### config.mk
export PLATFORM = sky130hd
export DESIGN_NAME = i2c_txn_sequencer
export DESIGN_NICKNAME = d
export VERILOG_FILES = /design/src/rtl/i2c_pkg.sv /design/src/rtl/i2c_seq_timer.sv /design/src/rtl/i2c_txn_sequencer.sv
export SDC_FILE = /design/constraint.sdc
export NUM_CORES = 1
export LEC_CHECK = 0
export CAP_MARGIN = 0
export CORE_ASPECT_RATIO = 0.6
export CORE_MARGIN = 3
export CORE_UTILIZATION = 45
export CTS_BUF_LIST = sky130_fd_sc_hd__clkbuf_16
export DETAILED_ROUTE_END_ITERATION = 8
export GPL_ROUTABILITY_DRIVEN = 0
export HOLD_SLACK_MARGIN = 0.02
export MAX_ROUTING_LAYER = met4
export PLACE_DENSITY = 0.75
export REMOVE_ABC_BUFFERS = 1
export SYNTH_ARGS = -nofsm -noshare
export SYNTH_HDL_FRONTEND = slang
export SYNTH_SLANG_ARGS = --single-unit
### constraint.sdc
create_clock -name clk_400 -period 5.54 [get_ports clk_400]
set_input_delay 1.662 -clock clk_400 [delete_from_list [all_inputs] [get_ports clk_400]]
set_output_delay 1.662 -clock clk_400 [all_outputs]
set_load 0.01 [all_outputs]
### src/rtl/i2c_pkg.sv
// Shared types for the I2C transaction sequencer: FSM state encoding and response status codes.
// No logic lives here.
package i2c_pkg;

  typedef enum logic [2:0] {
    ST_IDLE      = 3'd0,
    ST_ISSUE     = 3'd1,
    ST_WAIT_BUSY = 3'd2,
    ST_WAIT_DONE = 3'd3,
    ST_EVAL      = 3'd4,
    ST_DRAIN     = 3'd5,
    ST_RESP      = 3'd6
  } seq_state_t;

  typedef enum logic [1:0] {
    RSP_OK      = 2'd0,
    RSP_NACK    = 2'd1,
    RSP_TIMEOUT = 2'd2
  } rsp_status_t;

endpackage

### src/rtl/i2c_seq_timer.sv
// Bus-hang watchdog: counts enabled cycles from a clear and flags TIMEOUT_CYCLES-1.
// Expired is combinational from the count; the counter holds once it gets there.
module i2c_seq_timer #(
  parameter int TIMEOUT_CYCLES = 4096
) (
  input  logic clk_400,
  input  logic rst_n,
  input  logic clr,
  input  logic en,
  output logic expired
);
  localparam int TW = (TIMEOUT_CYCLES > 2) ? $clog2(TIMEOUT_CYCLES) : 1;

  logic [TW-1:0] cnt_q, cnt_d;

  assign expired = (cnt_q == TW'(TIMEOUT_CYCLES - 1));

  always_comb begin
    cnt_d = cnt_q;
    if (clr) begin
      cnt_d = '0;
    end else if (en && !expired) begin
      cnt_d = cnt_q + TW'(1);
    end
  end

  always_ff @(posedge clk_400 or negedge rst_n) begin
    if (!rst_n) begin
      cnt_q <= '0;
    end else begin
      cnt_q <= cnt_d;
    end
  end

endmodule

### src/rtl/i2c_txn_sequencer.sv
// Command front-end for the I2C byte master: one command in, one response out, with NACK retry and timeout.
// Start pulse one cycle after accept; a new command is refused until the response has been taken.
module i2c_txn_sequencer
  import i2c_pkg::*;
#(
  parameter int TIMEOUT_CYCLES = 4096,
  parameter int MAX_RETRIES    = 2
) (
  input  logic        clk_400,
  input  logic        rst_n,
  input  logic        cmd_valid,
  output logic        cmd_ready,
  input  logic        cmd_rw,
  input  logic [6:0]  cmd_addr,
  input  logic [7:0]  cmd_wdata,
  input  logic        cmd_two_byte,
  output logic        rsp_valid,
  input  logic        rsp_ready,
  output logic [15:0] rsp_data,
  output logic [1:0]  rsp_nbytes,
  output logic [1:0]  rsp_status,
  output logic [7:0]  nack_cnt,
  output logic        m_start_txn,
  output logic        m_rw,
  output logic [6:0]  m_sub_addr,
  output logic [7:0]  m_data_in,
  output logic        m_next_byte,
  input  logic [7:0]  m_data_out,
  input  logic        m_data_ready,
  input  logic        m_busy,
  input  logic        m_done,
  input  logic        m_ack_error
);
  localparam int RW = $clog2(MAX_RETRIES + 2);

  seq_state_t    state_q, state_d;
  rsp_status_t   rsp_status_q, rsp_status_d;
  logic          m_rw_q, m_rw_d;
  logic [6:0]    m_sub_addr_q, m_sub_addr_d;
  logic [7:0]    m_data_in_q, m_data_in_d;
  logic          m_next_byte_q, m_next_byte_d;
  logic          rsp_valid_q, rsp_valid_d;
  logic [15:0]   rsp_data_q, rsp_data_d;
  logic [1:0]    rsp_nbytes_q, rsp_nbytes_d;
  logic [7:0]    nack_cnt_q, nack_cnt_d;
  logic [RW-1:0] retry_q, retry_d;
  logic          nack_lat_q, nack_lat_d;
  logic          done_q, done_d;

  logic tmr_clr, tmr_en, tmr_expired, timed_out, done_edge;

  assign cmd_ready   = (state_q == ST_IDLE) & rst_n;
  assign m_start_txn = (state_q == ST_ISSUE);
  assign m_rw        = m_rw_q;
  assign m_sub_addr  = m_sub_addr_q;
  assign m_data_in   = m_data_in_q;
  assign m_next_byte = m_next_byte_q;
  assign rsp_valid   = rsp_valid_q;
  assign rsp_data    = rsp_data_q;
  assign rsp_nbytes  = rsp_nbytes_q;
  assign rsp_status  = rsp_status_q;
  assign nack_cnt    = nack_cnt_q;

  // The master may hold done for several cycles; only its rising edge ends an attempt.
  assign done_edge = m_done & ~done_q;
  assign tmr_en    = (state_q == ST_WAIT_BUSY) || (state_q == ST_WAIT_DONE);
  assign timed_out = tmr_en & tmr_expired;

  i2c_seq_timer #(
    .TIMEOUT_CYCLES (TIMEOUT_CYCLES)
  ) u_timer (
    .clk_400 (clk_400),
    .rst_n   (rst_n),
    .clr     (tmr_clr),
    .en      (tmr_en),
    .expired (tmr_expired)
  );

  always_comb begin
    state_d       = state_q;
    rsp_status_d  = rsp_status_q;
    m_rw_d        = m_rw_q;
    m_sub_addr_d  = m_sub_addr_q;
    m_data_in_d   = m_data_in_q;
    m_next_byte_d = m_next_byte_q;
    rsp_valid_d   = rsp_valid_q;
    rsp_data_d    = rsp_data_q;
    rsp_nbytes_d  = rsp_nbytes_q;
    nack_cnt_d    = nack_cnt_q;
    retry_d       = retry_q;
    nack_lat_d    = nack_lat_q;
    done_d        = m_done;
    tmr_clr       = 1'b0;

    if (tmr_en && m_ack_error) begin
      nack_lat_d = 1'b1;
    end

    unique case (state_q)
      ST_IDLE: begin
        if (cmd_valid && cmd_ready) begin
          m_rw_d        = cmd_rw;
          m_sub_addr_d  = cmd_addr;
          m_data_in_d   = cmd_wdata;
          m_next_byte_d = cmd_two_byte & cmd_rw;
          rsp_data_d    = '0;
          rsp_nbytes_d  = '0;
          rsp_status_d  = RSP_OK;
          nack_lat_d    = 1'b0;
          retry_d       = '0;
          state_d       = ST_ISSUE;
        end
      end
      ST_ISSUE: begin
        tmr_clr = 1'b1;
        state_d = ST_WAIT_BUSY;
      end
      ST_WAIT_BUSY: begin
        if (timed_out) begin
          rsp_status_d = RSP_TIMEOUT;
          rsp_valid_d  = 1'b1;
          state_d      = ST_RESP;
        end else if (m_busy) begin
          state_d = ST_WAIT_DONE;
        end
      end
      ST_WAIT_DONE: begin
        // A byte arriving with the done edge is still captured before evaluation.
        if (m_data_ready && (rsp_nbytes_q < 2'd2)) begin
          if (rsp_nbytes_q[0]) begin
            rsp_data_d[15:8] = m_data_out;
          end else begin
            rsp_data_d[7:0] = m_data_out;
          end
          rsp_nbytes_d = rsp_nbytes_q + 2'd1;
        end
        if (timed_out) begin
          rsp_status_d = RSP_TIMEOUT;
          rsp_valid_d  = 1'b1;
          state_d      = ST_RESP;
        end else if (done_edge) begin
          state_d = ST_EVAL;
        end
      end
      ST_EVAL: begin
        if (!nack_lat_q) begin
          rsp_status_d = RSP_OK;
          rsp_valid_d  = 1'b1;
          state_d      = ST_RESP;
        end else begin
          nack_cnt_d = (nack_cnt_q == 8'hFF) ? nack_cnt_q : nack_cnt_q + 8'd1;
          if (retry_q < RW'(MAX_RETRIES)) begin
            retry_d      = retry_q + RW'(1);
            nack_lat_d   = 1'b0;
            rsp_data_d   = '0;
            rsp_nbytes_d = '0;
            state_d      = ST_DRAIN;
          end else begin
            rsp_status_d = RSP_NACK;
            rsp_valid_d  = 1'b1;
            state_d      = ST_RESP;
          end
        end
      end
      ST_DRAIN: begin
        if (!m_busy && !m_done) begin
          state_d = ST_ISSUE;
        end
      end
      ST_RESP: begin
        if (rsp_ready) begin
          rsp_valid_d = 1'b0;
          state_d     = ST_IDLE;
        end
      end
      default: begin
        state_d = ST_IDLE;
      end
    endcase
  end

  always_ff @(posedge clk_400 or negedge rst_n) begin
    if (!rst_n) begin
      state_q       <= ST_IDLE;
      rsp_status_q  <= RSP_OK;
      m_rw_q        <= 1'b0;
      m_sub_addr_q  <= '0;
      m_data_in_q   <= '0;
      m_next_byte_q <= 1'b0;
      rsp_valid_q   <= 1'b0;
      rsp_data_q    <= '0;
      rsp_nbytes_q  <= '0;
      nack_cnt_q    <= '0;
      retry_q       <= '0;
      nack_lat_q    <= 1'b0;
      done_q        <= 1'b0;
    end else begin
      state_q       <= state_d;
      rsp_status_q  <= rsp_status_d;
      m_rw_q        <= m_rw_d;
      m_sub_addr_q  <= m_sub_addr_d;
      m_data_in_q   <= m_data_in_d;
      m_next_byte_q <= m_next_byte_d;
      rsp_valid_q   <= rsp_valid_d;
      rsp_data_q    <= rsp_data_d;
      rsp_nbytes_q  <= rsp_nbytes_d;
      nack_cnt_q    <= nack_cnt_d;
      retry_q       <= retry_d;
      nack_lat_q    <= nack_lat_d;
      done_q        <= done_d;
    end
  end

endmodule

======== After elaboration in Yosys (flattened, before gate mapping) ========
Cells that the tools add are included.
storage, ports and cells
  flip-flop bits (word level) ............. 65
  output and inout port bits .............. 48
cells by class
  add/sub/neg operators ................... 4
  magnitude comparators ................... 2
  eq/ne operators ......................... 20
  multiplexer cells ....................... 42
  bitwise gates (word level) .............. 6
  reduce and logical (&&, ||, !) cells .... 25
operators with widths
  cell                     count
  $mux W16                 4
  $pmux W16 S3             1
  $mux W12                 2
  $mux W2                  11
  $mux W3                  7
  $pmux W3 S7              1
  $mux W8                  2
  $add A12 B1 Y12 const B  1
  $eq A12 B12 Y1 const B   1
  $ne A2 B2 Y1 const B     6
  $pmux W2 S3              2
  $reduce_and A4 Y1        3
  $reduce_and A6 Y1        2
  $reduce_and A5 Y1        2
  $eq A3 B3 Y1 const B     3
  $mux W1                  9
  $ne A3 B3 Y1 const B     3
  $reduce_bool A3 Y1       3
  $add A8 B1 Y8 const B    1
  $eq A8 B8 Y1 const B     1
  $eq A3 B2 Y1 const B     2
  $ne A2 B1 Y1 const B     3
  $logic_and A1 B1 Y1      5
  $add A2 B1 Y2 const B    2
  other kinds (14)         22

======== Longest topological paths before layout ========
Gate-level depths: netlist of the first run.
  depth in word-level cells ............... 7
  gate-level depth with buffers ........... 6

======== By module ========
Synthesis of the first run repeated with hierarchy kept, for this count alone.
unflattened totals
  cell total of the unflattened synthesis .. 253
  area total of the unflattened synthesis .. 3,078.0 um^2
modules (own cells, without submodules)
  module             times used  cells each  area each (um^2)  seq. area each (um^2)
  i2c_txn_sequencer  1           186         2,416.1           1,326.3
  i2c_seq_timer      1           67          661.9             300.3

======== Least setup slack after synthesis of the first run ========
Ideal clock, no wire load.
  path kind ............................... input-to-output
  start point ............................. input rst_n
  end point ............................... output cmd_ready
  arrival time ............................ 1,842 ps
  data required time ...................... 3,878 ps
  slack ................................... 2,036 ps
  cell stages on the path ................. 1
  path buffers ............................ 0
  path through ............................ and3_1
between the ends
  longest elaborated chain between the ends .. 1
ends and longest elaborated chain
  what           RTL line                 source
  from (decl)    i2c_txn_sequencer.sv:10  input logic rst_n,
  $and A1 B1 Y1  i2c_txn_sequencer.sv:52  assign cmd_ready = (state_q == ST_IDLE) & rst_n;
  to (decl)      i2c_txn_sequencer.sv:12  output logic cmd_ready,
No other way between the ends.

======== Final worst setup path of the first run ========
Same ends and word-level chain as after synthesis.

==> metrics.yaml, run 1 <==
drt:
  drt-total-wl_um: 7350
  drtIter0Drc: 206
  dr.pass1.iters: 5
  wl_per_cell_um: 16.9
  route.vias.total: 2417
  antenna_left: 0
  vias_per_cell: 5.57
  drc: 0
timing:
  rsz0062_at_grt: "false"
  fin_crit_sh: 0.757
  maxSlewHeadroom: 0.439
  hold_violations: 0
  tightest_slew_ns: 0.839
  fin_ws_ns: 1.35
  finalSetupViolCount: 0
  min_period_ns: 4.19
  setup_tns_ns: 0
  max_freq_ghz: 0.238
  final-max-slew-violation-count: 0
  clock-skew-final_ns: 0.00490
cells_and_area:
  final_nets: 380
  seqCellArea_mm2: 0.00163
  multi_input_area_mm2: 0.00137
  drive_gt1_frac: 0.140
  fin_cells: 434
  final_cell_mix: "79 x clkdlybuf4s50_1, 65 x dfrtp_1, 20 x nand2_1"
  fillers: 465
  syn2layout_area_growth_pct: 37.0
  insertedDiodeCount: 0
  final_common_cell: "clkdlybuf4s50_1"
worst_hold_path:
  min_delay_path_depth: 1
  hp-start: "rsp_valid"
  min_to: "rsp_valid"
  hp-class: "reg2reg"
critical_path:
  cp_top_family: "buffers and inverters"
  crit_slowest_cell: "clkdlybuf4s50_1"
  reg2regPathDepth: 3
  path_class: "in2out"
  cp-end-kind: "output pin"
  cp_max_fo: 2
  cpPeakStageDelay_ns: 0.54
  critical_path_buf_inv_count: 2
  worstReg2RegEnd: "m_data_in[1]"
  timing.rr.start: "state_q[1]"
  ff2ff_setup_slack_ns: 3.26
  crit_chain: "buf_2 > and3_1 > clkdlybuf4s50_1"
  worst_setup_path_start_kind: "input port"
  arrival_ns: 2.53
  cp.required_ns: 3.88
clock_network:
  ctsResizeCount: 0
  cts_buffer_depth: 2
  numCtsBuffers: 9
  cts_hold_buf: 0
  cts_sinks: 65
  htreeDepth: 3
  clk_latency_ns: 0.33
  root_buffer: "clkbuf_16"
  clkTransAtPathRegs_ns: 0.05
  cts_setup_buffers: 0
  cts_tree: "done"
logic_synthesis:
  synth-edff-count: 0
  synth_top_flop_cell: "dfrtp_1"
  yosysUniqueCellTypes: 61
  async_flop_share: 1.00
  ys_warn_count: 0
  synth_area_per_cell_um2: 11.9
  synthesis.area_mm2: 0.00308
  ys_ff_latch: 65
  yosysSeqAreaShare: 0.528
  synthCells: 259
die:
  core.rowCount: 22
  die_h_um: 70.1
  core_area_mm2: 0.00636
  initial_core_util: 0.484
  dieWidth_um: 113
  die-area_mm2: 0.00790
  num_io_pins: 81
pwr:
  pwr_density_cell_mw_per_mm2: 511
  combPwrFrac: 0.388
  p_switching_w: 0.000731
  ir_drop_uv: 234
  power_switching_share: 0.339
  power.leakage_nw: 1.82
  clockPowerShare: 0.252
  internal-power_w: 0.00142
  seq_power_share: 0.360
placement:
  portBuffers: 80
  dpl_worst_slack_ns: 1.36
  place_inst: 418
  dp_hpwl_um: 5090
global_routing:
  grt_usage: 0.194
  grt_pass1_wl_um: 11900
  grt_pass1_vias: 2314
  grt_max_degree: 69
  overflow: 0
  grt_antenna_before_repair: 0
run_status:
  status: "complete, no violations"
job:
  drv_cap: 0
==> registers in the layout, indices dropped and copies added (netlist names) <==
name / flops
rsp_nbytes: 2
m_next_byte: 1
state_q: 3
rsp_status: 2
m_sub_addr: 7
rsp_valid: 1
m_data_in: 8
nack_cnt: 8
rsp_data: 16
nack_lat_q: 1
m_rw: 1
done_q: 1
u_timer.cnt_q: 12
retry_q: 2
==> layout make-up <==
type | count | area share
clock buffer | 9 | 0.0534
clock inverter | 7 | 0.0148
inverter | 7 | 0.00623
multi-input combinational | 181 | 0.325
sequential | 65 | 0.386
tap | 84 | 0.0249
timing repair buffer | 81 | 0.190
==> Yosys cell counts, types with 3 or more instances <==
library cell | instances | area, um^2
dfrtp_1 | 65 | 1630
nand2_1 | 20 | 75.1
mux2_2 | 17 | 191
a22o_1 | 16 | 140
a21oi_1 | 11 | 55.1
o21ai_0 | 11 | 55.1
nand3_1 | 9 | 45.0
nor2_1 | 9 | 33.8
nor3_1 | 7 | 35.0
xor2_1 | 7 | 61.3
inv_1 | 6 | 22.5
mux2i_1 | 6 | 60.1
a31oi_1 | 4 | 25.0
nand2b_1 | 4 | 25.0
nand4_1 | 4 | 25.0
a21o_1 | 3 | 22.5
and2_1 | 3 | 18.8
o31ai_1 | 3 | 22.5
==> per-stage QoR <==
stage | utilization | total power, W | cell area, um^2 | hold slack, ns
final | 0.663 | 0.00215 | 4220 | 0.493
after global routing | 0.663 | 0.00227 | 4220 | 0.519
after CTS | 0.663 | 0.00217 | 4220 | 0.499
after detailed placement | 0.618 | 0.00161 | 3930 | 0.481
after global placement | 0.618 | 0.00159 | 3930 | 0.486
after floorplan | - | 0.00121 | 3020 | 0.472
==> cell families after synthesis <==
logic type | count (synthesis) | share of synthesized area
adders and majority gates | 2 | 0.00813
and+or+nand+nor | 78 | 0.159
muxes | 24 | 0.0865
DFF | 65 | 0.528
AOI/OAI and AO/OA | 68 | 0.165
xor gates and xnor gates | 9 | 0.0256
buffers and inverters | 13 | 0.0272
==> power groups by stage <==
stage                     registers [W]  logic (W)  clock network [W]
final                          0.000776   0.000835           0.000543
after global routing           0.000800   0.000899           0.000573
after CTS                      0.000773   0.000841           0.000552
after detailed placement       0.000775   0.000837                  0
after global placement         0.000777   0.000816                  0
after floorplan                0.000805   0.000409                  0
==> worst max-delay path by stage <==
stage / to / cells after the start / from
6_report: cmd_ready / 3 / rst_n
4_1_cts: cmd_ready / 3 / rst_n
3_5_place_dp: cmd_ready / 3 / rst_n
3_3_place_gp: cmd_ready / 3 / rst_n
5_1_grt: m_start_txn / 4 / state_q[2]
2_1_floorplan: cmd_ready / 1 / rst_n
==> worst reg2reg max path: cells and delay by family (launching register included) <==
kind          cells  cell delay (ns)
simple gates      2             1.17
flops             1             0.57
mux               1             0.42
==> layer usage <==
layer	routed length, um	GRT usage	share of wire
met5	0	-	0
met4	58	0.0467	0.0079
met3	631	0.0658	0.086
met2	2870	0.240	0.39
met1	3790	0.298	0.52
(Power assumes the default switching activity.)
==> inputs of run 2 (changes only) <==
--- a/config.mk
+++ b/config.mk
@@ -8,13 +8,13 @@
 export CAP_MARGIN = 0
 export CORE_ASPECT_RATIO = 0.6
 export CORE_MARGIN = 3
-export CORE_UTILIZATION = 45
+export CORE_UTILIZATION = 44
 export CTS_BUF_LIST = sky130_fd_sc_hd__clkbuf_16
 export DETAILED_ROUTE_END_ITERATION = 8
 export GPL_ROUTABILITY_DRIVEN = 0
 export HOLD_SLACK_MARGIN = 0.02
 export MAX_ROUTING_LAYER = met4
-export PLACE_DENSITY = 0.75
+export PLACE_DENSITY = 0.76
 export REMOVE_ABC_BUFFERS = 1
 export SYNTH_ARGS = -nofsm -noshare
 export SYNTH_HDL_FRONTEND = slang
==> constraint.sdc (replaced) <==
create_clock -name clk_400 -period 3.5 [get_ports clk_400]
set_input_delay 1.05 -clock clk_400 [delete_from_list [all_inputs] [get_ports clk_400]]
set_output_delay 1.05 -clock clk_400 [all_outputs]
set_load 0.01 [all_outputs]
==> metrics.yaml, run 2 (synthesis results as in run 1) <==
critical_path:
  cp_max_fo: 17  # +15
  crit_chain: "buf_4 > nor2_1 > and3_1 > clkdlybuf4s50_1"
  timing.rr.start: "u_timer.cnt_q[0]"
  ff2ff_setup_slack_ns: 1.47  # -1.79 ns
  reg2regPathDepth: 5  # +2
  arrival_ns: 2.10  # -0.43 ns
  cpPeakStageDelay_ns: 0.56  # +0.02 ns
  worstReg2RegEnd: "u_timer.cnt_q[3]"
  crit_slowest_cell: "clkdlybuf4s50_1"
  cp-end-kind: "output pin"
  cp_top_family: "buffers and inverters"
  path_depth: 4  # +1
  crit_end: "cmd_ready"
  worst_setup_path_start_kind: "flip-flop"
  path_class: "reg2out"
  critical_path_buf_inv_count: 2  # unchanged
  crit_start: "state_q[1]"
  cp.required_ns: 2.45  # -1.43 ns
die:
  initial_core_util: 0.478  # -0.00621
  core.rowCount: 22  # unchanged
  dieWidth_um: 114  # +1.1%
  num_io_pins: 81  # unchanged
  die_h_um: 70.8  # +1.0%
  die-area_mm2: 0.00807  # +2.1%
  core_area_mm2: 0.00644  # +1.3%
clock_network:
  cts_hold_buf: 0  # unchanged
  htreeDepth: 3  # unchanged
  clkTransAtPathRegs_ns: 0.06  # about the same
  cts_tree: "done"
  numCtsBuffers: 9  # unchanged
  root_buffer: "clkbuf_16"
  clk_latency_ns: 0.33  # about the same
  cts_setup_buffers: 0  # unchanged
  cts_buffer_depth: 2  # unchanged
  cts_sinks: 65  # unchanged
  ctsResizeCount: 0  # unchanged
timing:
  final-max-slew-violation-count: 0  # unchanged
  rsz0062_at_grt: "false"
  min_period_ns: 3.15
  fin_hold_ws_ns: 0.499  # +0.00613 ns
  maxSlewHeadroom: 0.437  # -0.00168
  tightest_slew_ns: 0.845  # +0.00525 ns
  fin_crit_sh: 0.899
  setup_tns_ns: 0  # unchanged
  max_freq_ghz: 0.318
  finalSetupViolCount: 0  # unchanged
  clock-skew-final_ns: 0.00543  # +0.000532 ns
  hold_violations: 0  # unchanged
placement:
  dp_hpwl_um: 5430  # +6.6%
  portBuffers: 80  # unchanged
  place_area_mm2: 0.00398  # +1.1%
global_routing:
  grt_antenna_before_repair: 0  # unchanged
  met2_usage: 0.270  # +0.0296
  grt_pass1_wl_um: 12300  # +3.5%
  top_usage_layer: "met1"
  grt_usage: 0.201  # +0.00690
  use_met3: 0.0658  # about the same
  grt_max_degree: 68  # -1.4%
  grt_pass1_vias: 2363  # +2.1%
  use_met1: 0.291  # -0.00660
  overflow: 0  # unchanged
worst_hold_path:
  hp-class: "reg2reg"
job:
  drv_cap: 0  # unchanged
drt:
  drtIter0Drc: 154  # -25%
  antenna_left: 0  # unchanged
  wl_per_cell_um: 17.3  # +2.4%
  route.vias.total: 2477  # +2.5%
  drc: 0  # unchanged
  vias_per_cell: 5.62  # +0.86%
  dr.pass1.iters: 4  # -1
  drt-total-wl_um: 7640  # +4.0%
cells_and_area:
  final_common_cell: "clkdlybuf4s50_1"
  finalInstanceArea_mm2: 0.00427  # +1.3%
  drive_gt1_frac: 0.157  # +0.0173
  syn2layout_area_growth_pct: 38.8
  fin_util: 0.663  # about the same
  final_cell_mix: "79 x clkdlybuf4s50_1, 65 x dfrtp_1, 20 x nand2_1"
  largest_reg_flops: 16  # unchanged
  final_nets: 386  # +1.6%
run_status:
  status: "complete, no violations"
pwr:
  total_power_w: 0.00348  # +61%
  power.leakage_nw: 1.85  # +1.3%
  pwr_density_cell_mw_per_mm2: 814  # +59%
  ir_drop_uv: 423  # +80%
[run 2: cell types whose count changed in the layout (fill, tap and decap cells not counted), sizes merged]
| cell | previous run | this run |
|---|---|---|
| clkinv | 4 | 3 |
| diode | 0 | 1 |
| clkinvlp | 2 | 3 |
| buf | 2 | 8 |
[run 2: final cells by class]
type                       instances  area [um^2]
multi-input combinational        181         1370
clock buffer                       9          225
tap                               84          105
fill                             524         2170
sequential                        65         1630
timing repair buffer              87          848
antenna                            1         2.50
clock inverter                     7         70.1
inverter                           7         26.3
[run 2: worst min path at each step]
stage | startpoint | to | slack (ns) | cells after the start
2_1_floorplan | u_timer.cnt_q[3] | u_timer.cnt_q[3] | 0.47 | 1
3_3_place_gp | rsp_data[1] | rsp_data[1] | 0.49 | 1
3_5_place_dp | rsp_data[0] | rsp_data[0] | 0.48 | 1
4_1_cts | rsp_data[12] | rsp_data[12] | 0.50 | 1
5_1_grt | rsp_data[0] | rsp_data[0] | 0.52 | 1
6_report | rsp_data[12] | rsp_data[12] | 0.50 | 1
[run 2: per-layer routing]
layer,part of all wire,vias to the layer above
li1,-,1168
met4,0.0085,0
met5,0,-
met3,0.066,7
met1,0.51,1212
met2,0.42,90
[run 2: report_power, final]
group	switching (W)	leakage [nW]	internal, W
Clock	0.000325	0.135	0.000549
Combinational	0.000695	0.875	0.000751
Sequential	0.000165	0.838	0.000992
[run 2: metrics by stage]
stage,setup slack [ns],std cells
after floorplan,1.15,253
after global placement,0.455,424
after detailed placement,0.360,424
after CTS,0.366,440
after global routing,0.289,440
final,0.353,441
